[src/rtl/sc_steer_pkg.sv]
// Shared steering definitions: FSM state encoding and shift command codes used by the
// steering controller and the car position register.
package sc_steer_pkg;

  localparam logic [1:0] SHIFT_NONE  = 2'b00;
  localparam logic [1:0] SHIFT_LEFT  = 2'b01;
  localparam logic [1:0] SHIFT_RIGHT = 2'b10;
  // Both buttons pressed; a direction value only, never driven on the shift bus.
  localparam logic [1:0] DIR_BOTH    = 2'b11;

  typedef enum logic [1:0] {
    StIdle,
    StDelay,
    StRepeat,
    StLock
  } state_e;

endpackage

[src/rtl/sc_debounce.sv]
// Two-flop synchronizer followed by a debouncer for one active-low pushbutton.
// The debounced level follows the synchronized level only after it has disagreed for
// DEBOUNCE_CYCLES consecutive cycles.
module sc_debounce #(
  parameter int unsigned DEBOUNCE_CYCLES = 500000,
  parameter int unsigned CNT_WIDTH       = 24
) (
  input  logic clk_i,
  input  logic rst_ni,
  input  logic btn_ni,
  output logic level_o
);

  localparam logic [CNT_WIDTH-1:0] CntLast =
      CNT_WIDTH'((DEBOUNCE_CYCLES > 0) ? DEBOUNCE_CYCLES - 1 : 0);

  logic [1:0]           sync_q, sync_d;
  logic                 level_q, level_d;
  logic [CNT_WIDTH-1:0] cnt_q, cnt_d;

  always_comb begin
    sync_d  = {sync_q[0], btn_ni};
    level_d = level_q;
    cnt_d   = cnt_q;
    if (sync_q[1] == level_q) begin
      cnt_d = '0;
    end else if (cnt_q >= CntLast) begin
      level_d = sync_q[1];
      cnt_d   = '0;
    end else if (cnt_q != '1) begin
      cnt_d = cnt_q + CNT_WIDTH'(1);
    end
  end

  // Reset to the released level so a held button still needs a full debounce.
  always_ff @(posedge clk_i or negedge rst_ni) begin
    if (!rst_ni) begin
      sync_q  <= 2'b11;
      level_q <= 1'b1;
      cnt_q   <= '0;
    end else begin
      sync_q  <= sync_d;
      level_q <= level_d;
      cnt_q   <= cnt_d;
    end
  end

  assign level_o = level_q;

endmodule

[src/rtl/sc_steer_controller.sv]
// Steering controller: debounces the left/right buttons and issues single-cycle shift
// pulses with hold-to-repeat (initial delay, then a fixed period), locking out on both.
module sc_steer_controller
  import sc_steer_pkg::*;
#(
  parameter int unsigned DEBOUNCE_CYCLES = 500000,
  parameter int unsigned REPEAT_DELAY    = 12500000,
  parameter int unsigned REPEAT_PERIOD   = 5000000,
  parameter int unsigned CNT_WIDTH       = 24
) (
  input  logic       SC_REGSHIFTER_CLOCK_50,
  input  logic       SC_REGSHIFTER_RESET_InLow,
  input  logic       SC_STEER_left_InLow,
  input  logic       SC_STEER_right_InLow,
  input  logic       SC_STEER_enable_InHigh,
  output logic [1:0] SC_STEER_shift_OutBus
);

  localparam logic [CNT_WIDTH-1:0] DelayLast =
      CNT_WIDTH'((REPEAT_DELAY > 0) ? REPEAT_DELAY - 1 : 0);
  localparam logic [CNT_WIDTH-1:0] PeriodLast =
      CNT_WIDTH'((REPEAT_PERIOD > 0) ? REPEAT_PERIOD - 1 : 0);

  logic left_lvl, right_lvl;
  logic [1:0] dir_in;

  state_e               state_q, state_d;
  logic [1:0]           dir_q, dir_d;
  logic [1:0]           shift_q, shift_d;
  logic [CNT_WIDTH-1:0] cnt_q, cnt_d, cnt_inc;

  sc_debounce #(
    .DEBOUNCE_CYCLES(DEBOUNCE_CYCLES),
    .CNT_WIDTH      (CNT_WIDTH)
  ) u_debounce_left (
    .clk_i  (SC_REGSHIFTER_CLOCK_50),
    .rst_ni (SC_REGSHIFTER_RESET_InLow),
    .btn_ni (SC_STEER_left_InLow),
    .level_o(left_lvl)
  );

  sc_debounce #(
    .DEBOUNCE_CYCLES(DEBOUNCE_CYCLES),
    .CNT_WIDTH      (CNT_WIDTH)
  ) u_debounce_right (
    .clk_i  (SC_REGSHIFTER_CLOCK_50),
    .rst_ni (SC_REGSHIFTER_RESET_InLow),
    .btn_ni (SC_STEER_right_InLow),
    .level_o(right_lvl)
  );

  // Debounced levels are active-low; bit 0 is left, bit 1 is right.
  assign dir_in  = {~right_lvl, ~left_lvl};
  assign cnt_inc = (cnt_q == '1) ? cnt_q : cnt_q + CNT_WIDTH'(1);

  always_comb begin
    state_d = state_q;
    dir_d   = dir_q;
    shift_d = SHIFT_NONE;
    cnt_d   = '0;

    if (!SC_STEER_enable_InHigh) begin
      state_d = StIdle;
    end else begin
      unique case (state_q)
        StIdle: begin
          if (dir_in == SHIFT_LEFT || dir_in == SHIFT_RIGHT) begin
            dir_d   = dir_in;
            shift_d = dir_in;
            state_d = StDelay;
          end else if (dir_in == DIR_BOTH) begin
            state_d = StLock;
          end
        end
        StDelay, StRepeat: begin
          if (dir_in == DIR_BOTH) begin
            state_d = StLock;
          end else if (dir_in != dir_q) begin
            state_d = StIdle;
          end else if (cnt_q >= ((state_q == StDelay) ? DelayLast : PeriodLast)) begin
            shift_d = dir_q;
            state_d = StRepeat;
          end else begin
            cnt_d = cnt_inc;
          end
        end
        StLock: begin
          if (dir_in == SHIFT_NONE) begin
            state_d = StIdle;
          end
        end
        default: state_d = StIdle;
      endcase
    end
  end

  always_ff @(posedge SC_REGSHIFTER_CLOCK_50 or negedge SC_REGSHIFTER_RESET_InLow) begin
    if (!SC_REGSHIFTER_RESET_InLow) begin
      state_q <= StIdle;
      dir_q   <= SHIFT_NONE;
      shift_q <= SHIFT_NONE;
      cnt_q   <= '0;
    end else begin
      state_q <= state_d;
      dir_q   <= dir_d;
      shift_q <= shift_d;
      cnt_q   <= cnt_d;
    end
  end

  assign SC_STEER_shift_OutBus = shift_q;

endmodule

[config.mk]
export PLATFORM = sky130hd
export DESIGN_NAME = sc_steer_controller
export DESIGN_NICKNAME = d
export VERILOG_FILES = /design/src/rtl/sc_steer_pkg.sv /design/src/rtl/sc_debounce.sv /design/src/rtl/sc_steer_controller.sv
export SDC_FILE = /design/constraint.sdc
export NUM_CORES = 1
export LEC_CHECK = 0
export BUFFER_PORTS_ARGS = -buffer_cell sky130_fd_sc_hd__buf_2
export CORE_MARGIN = 1
export CORE_UTILIZATION = 57
export CTS_CLUSTER_DIAMETER = 50
export DETAILED_ROUTE_END_ITERATION = 8
export PLACE_DENSITY_LB_ADDON = 0.25
export RECOVER_POWER = 100
export SYNTH_ARGS = -nofsm -noshare
export SYNTH_HDL_FRONTEND = slang
export SYNTH_SLANG_ARGS = --single-unit
[constraint.sdc]
create_clock -name SC_REGSHIFTER_CLOCK_50 -period 2.3 [get_ports SC_REGSHIFTER_CLOCK_50]
set_input_delay 0.46 -clock SC_REGSHIFTER_CLOCK_50 [delete_from_list [all_inputs] [get_ports SC_REGSHIFTER_CLOCK_50]]
set_output_delay 0.46 -clock SC_REGSHIFTER_CLOCK_50 [all_outputs]
set_load 0.005 [all_outputs]
* After elaboration in Yosys (flattened, before gate mapping)
Cells that the tools add are included.
Cells by class: $add $sub $neg 3, magnitude comparators 3, mux-type cells 27, equal/unequal tests 16, bitwise gates (word level) 4, reductions and logical operators 10
Operators by type and width (count):
- 24-bit two-way mux | 13
- 24-bit by 1-bit adder with 24-bit output, second input constant | 3
- 24-bit by 19-bit >= comparator with 1-bit output, second input constant | 2
- 24-bit != test, second input constant | 2
- 24-bit == test, second input constant | 1
- 24-bit >= comparator | 1
- 2-bit two-way mux | 12
- 2-bit == test, second input constant | 4
- 6-bit != test, second input constant | 1
- 2-bit one-hot mux with 3 select lines | 1
- 3-bit AND reduction | 2
- 3-bit nonzero test | 2
- 5-bit != test, second input constant | 1
- 2-bit by 1-bit == test with 1-bit output, second input constant | 2
- 2-bit zero test | 2
- 4-bit != test, second input constant | 1
- 1-bit inverter | 4
- 2-bit one-hot mux with 2 select lines | 1
- 2-bit AND reduction | 2
- 3-bit != test, second input constant | 1
- 1-bit == test | 2
- 2-bit != test | 1
- 2-bit OR reduction | 1
- 1-bit logical OR | 1
Word-level totals: input bits 5, flip-flop bits (word level) 84

* Longest topological paths before layout
depth after elaboration 8, depth in mapped cells 12

* Modules after synthesis
From an unflattened synthesis, not the netlist that was laid out.
Unflattened totals: cell total of the unflattened synthesis 436, area total of the unflattened synthesis 4418.0 sq um
Modules (own cells, without submodules):
- sc_debounce | area an instance 1191.1 sq um, cells an instance 109, instances 2, seq. area each 679.4 sq um
- sc_steer_controller | area an instance 2035.7 sq um, cells an instance 218, instances 1, seq. area each 750.7 sq um

* Worst setup path before layout
No wires, ideal clock.
kind flip-flop to flip-flop, start point reg state_q[0], end point reg cnt_q[17], buffers on the path 2, data required time 2227 ps, path slack -208 ps, arrival 2435 ps, setup time 73 ps, cell stages (with the launch flop) 12, cell sequence dfrtp_1 ha_1 buf_2 inv_1 ha_1 a311o_1 a311oi_2 nor2_1 a41oi_2 nand3_4 buf_6 a21oi_2
On the way: longest elaborated chain between the ends 8, elaborated cells on any way between the ends 11
RTL lines:
- from (decl) | RTL line sc_steer_controller.sv:27 | state_e state_q, state_d;
- from (signal assigned) | RTL line sc_steer_controller.sv:99 | state_q <= StIdle;
- from (signal assigned) | RTL line sc_steer_controller.sv:104 | state_q <= state_d;
- 2-bit by 1-bit == test with 1-bit output | RTL line sc_steer_controller.sv:65, sc_steer_controller.sv:80
- 24-bit two-way mux | RTL line sc_steer_controller.sv:80 | end else if (cnt_q >= ((state_q == StDelay) ? DelayLast : PeriodLast)) begin
- 24-bit >= comparator | RTL line sc_steer_controller.sv:80
- 24-bit two-way mux | RTL line sc_steer_controller.sv:80
- 24-bit two-way mux | RTL line sc_steer_controller.sv:78 | end else if (dir_in != dir_q) begin
- 24-bit two-way mux | RTL line sc_steer_controller.sv:76 | if (dir_in == DIR_BOTH) begin
- 24-bit two-way mux | RTL line sc_steer_controller.sv:65 | unique case (state_q)
- 24-bit two-way mux | RTL line sc_steer_controller.sv:62 | if (!SC_STEER_enable_InHigh) begin
- to (signal assigned) | RTL line sc_steer_controller.sv:107 | cnt_q <= cnt_d;
- to (decl) | RTL line sc_steer_controller.sv:30 | logic [CNT_WIDTH-1:0] cnt_q, cnt_d, cnt_inc;
Parallel ways exist; a longest one is shown, timed or not. A chain may end at the register's enable or synchronous reset.

* Final worst setup path
start point reg state_q[1], end point reg state_q[1]
On the way: longest elaborated chain between the ends 5, elaborated cells on any way between the ends 13
RTL lines (RTL line):
- 2-bit by 1-bit == test with 1-bit output | sc_steer_controller.sv:65, sc_steer_controller.sv:80
- 24-bit two-way mux | sc_steer_controller.sv:80
- 24-bit >= comparator | sc_steer_controller.sv:80
- 5-bit != test (no source line)
- 3-bit AND reduction (no source line)
Parallel ways exist; a longest one is shown, timed or not.

==> qor.yml <==
worstPathBufferInverterCount: 4
top_flip_flop_cell_by_instance_count_after_synthesis: "dfrtp_1"
die-area_mm2: 0.00807
ys_ff_latch: 84
cellInternalPower_mw: 2.25
critical_path.startpoint_type: "register"
final_worst_path_period_need_ns: 2.41
timing.critical_path.from: "state_q[1]"
syn_avg_cell_area_um2: 10.0
detail_route.wl_per_cell_um: 14.2
power_frac_seq: 0.490
worstPathCellList: "inv_2 > ha_4 > inv_8 > ha_4 > nand2_1 > or3_1 > o211ai_1 > a41oi_2 > buf_4 > buf_6 > a21boi_2 > mux2i_1"
via_per_inst: 5.72
combinationalPowerShare: 0.216
ios: 7
postSynth.asyncResetShare: 1.00
initial_core_util: 0.597
cts_max_level: 3
total_leakage_power_nw: 2.08
filler_cell_count: 576
final_hpwl_from_detailed_placement_um: 5660
synthXorXnorAreaFrac: 0.104
switching_power_mw: 0.965
timing_max_transition_violations_final: 34
swShare: 0.300
syn_area_mm2: 0.00440
capturing_element_type_of_the_critical_path: "register"
crit_path_max_fanout: 8
setup_viol: 27
antenna_found_initial: 0
cts_tree: "yes"
max_clock_freq_mhz: 416
std_cell_rows: 31
io_buffer_count: 6
cts_max_path_buffers: 2
first_global_vias: 3301
slew_headroom: -0.110
cp.required_ns: 2.58
cts.sinks: 84
mostFrequentLayoutCell: "dfrtp_1"
ys_warn_count: 0
rsz_0062_raised_after_global_routing: "yes"
power_per_cell_area_mw_per_mm2: 634
chipWidth_um: 89.9
worst-slew-pin-transition_ns: 1.66
critPathSlowestCell: "dfrtp_1"
finalWeightedCongestion: 0.842
portion_of_the_post_synthesis_area_used_by_sequential_elements: 0.480
critical-path-top-delay-family: "buffers and inverters"
critPathMostFrequentCell: "ha_4"
drt.antenna.violating_nets: 0
syn2layout_area_growth_pct: 15.2
clock_power_share: 0.294
failing_checks: "capacitance limit, slew limit, setup timing"
clk_transition_reported_paths_ns: 0.09
worst_clock_skew_ns: 0.0131
largest_net_degree_at_the_start_of_global_routing: 34
tritoncts.num_buffers: 9
detailed_place.area_mm2: 0.00467
synth_top_family_by_area: "simple AND/OR/NAND/NOR gates"
run_status: "finished with violations"
layout_setup_ws_ns: -0.106
design_power_total_mw: 3.21
vias: 3332
synthDistinctLibCells: 58
timing.hold.worst.class: "in -> reg"
fin_crit_share: 1.05
synth-edff-count: 0
die_height_um: 89.9
insertedDiodeCount: 0
drt_pass1_iterations: 4
drt_wl_total_um: 8310
synth.mux.area_fraction: 0.0139
reg2reg_from: "state_q[1]"
slowest_delay_ns: 0.41
post_route_cells_drive_above_1_share: 0.180
grt_overflow: 0
synthAdderAreaFrac: 0.0540
crit_path_category: "reg -> reg"
synth_area_leaders: "dfrtp_1 (44%), nor2_1 (6.7%), xor2_1 (6.4%)"
floorplan.core_area_mm2: 0.00737
count_of_endpoints_failing_hold_in_the_final_timing_report: 0
max-vdd-ir-drop_v: 0.000490
hold_sp: "SC_STEER_left_InLow"
detail_route.drc_violations: 0
grt.total_usage: 0.231
clock-root-buffer: "clkbuf_8"
first_pass_grt_wire_length_um: 15000
final_instance_area_mm2: 0.00507
cp.arrival_ns: 2.69
yosys.area.top_type: "dfrtp_1"
drv.max_cap_violation_count: 1
synth-simple-area-share: 0.243
clock_latency_ns: 0.36
initialDrtViolationCount: 171
final_net_count: 503
mostFrequentLayoutCells: "dfrtp_1 (78), nor2_1 (70), xor2_1 (32)"
synth.top_cell.area_share: 0.444
post_synth_inst_count: 438
synth_compound_gate_area_share: 0.0802
## metal layers
layer,part of all wire,vias to the layer above,GRT usage
met5,0,-,0
met4,0.020,0,0.0954
met3,0.037,21,0.0635
met2,0.48,66,0.370
met1,0.47,1621,0.299
li1,-,1624,-
## cell families (layout without fill, tap and decap cells)
| family | after synthesis | after routing |
|---|---|---|
| XOR/XNOR | 52 | 52 |
| AND/OR/NAND/NOR | 209 | 210 |
| buffers and inverters | 19 | 55 |
| multiplexers | 6 | 6 |
| adder cells (fa/ha/maj) | 19 | 19 |
| AO/OA/AOI/OAI | 48 | 48 |
| other | 1 | 10 |
| flip-flops | 84 | 84 |
## cell usage after synthesis (5+ instances only)
library cell	number
a211oi_1	6
a21oi_1	7
a31oi_1	7
and3_1	8
and4_1	7
dfrtp_1	78
dfstp_2	6
ha_1	19
inv_1	9
mux2i_1	5
nand2_1	31
nand3_1	26
nand4_1	13
nor2_1	78
nor3_1	13
nor4_1	5
o21ai_0	9
xnor2_1	20
xor2_1	32
## worst register-to-register path, delay by kind of cell (launching register included)
kind / cells / cell delay (ns)
AND/OR/NAND/NOR: 2 / 0.43
AO/OA/AOI/OAI: 3 / 0.36
buffers and inverters: 4 / 0.48
flip-flops: 1 / 0.41
adder cells (fa/ha/maj): 2 / 0.44
multiplexers: 1 / 0.21
## power groups by stage
stage	clock (mW)	combinational (mW)	sequential (mW)
global route	1.04	0.779	1.58
CTS	0.986	0.687	1.58
detailed placement	0	0.540	1.60
global placement	0	0.522	1.60
finish	0.945	0.693	1.58
floorplan	0	0.374	1.60
## path summary, 6_finish.rpt
check / cells after the start / slack (ns) / endpoint
worst max register to register: 12 / -0.11 / state_q[1]
worst max-delay path: 12 / -0.11 / state_q[1]
worst min-delay path: 1 / 0.20 / u_debounce_left.sync_q[0]
worst min register to register: 0 / 0.36 / u_debounce_left.sync_q[1]
max in group asynchronous: 2 / 0.52 / u_debounce_right.cnt_q[2]
min in group asynchronous: 1 / 0.53 / cnt_q[8]
## state kept, by name (all words and copies together), names as in the netlist
register / flops
u_debounce_right.level_o: 1
state_q: 2
dir_q: 2
SC_STEER_shift_OutBus: 2
u_debounce_left.sync_q: 2
u_debounce_left.level_o: 1
u_debounce_left.cnt_q: 24
u_debounce_right.cnt_q: 24
cnt_q: 24
u_debounce_right.sync_q: 2
## area by class of cell
class,instances,area [µm²],share of cell area
multi-input combinational,345,2370,0.467
inverter,9,41.3,0.00815
timing repair buffer,30,248,0.0489
clock buffer,10,128,0.0252
sequential,84,2110,0.416
clock inverter,6,50.0,0.00988
tap,99,124,0.0244
## what timing repair did
| item | 4_1_cts | 5_1_grt |
|---|---|---|
| gates cloned | 2 | 0 |
| setup endpoints to repair | 26 | 28 |
| gates resized for setup | 19 | 9 |
| pin swaps | 6 | 2 |
| endpoints found under the hold margin | 0 | 0 |
| setup buffers | 5 | 1 |
| hold buffers | 0 | 0 |
## metrics by stage
stage          TNS [ns]  std cells  utilization  setup slack, ns  hold slack [ns]
6_report          -1.83        583        0.688           -0.106            0.200
5_1_grt           -5.37        583        0.688           -0.217            0.169
4_1_cts          -0.834        582        0.687          -0.0571           0.0269
3_5_place_dp      -1.11        559        0.634          -0.0783            0.347
3_3_place_gp          0        559        0.634           0.0280            0.346
2_1_floorplan         0        447            -           0.0450            0.164
Power figures use the tool's default switching activity.
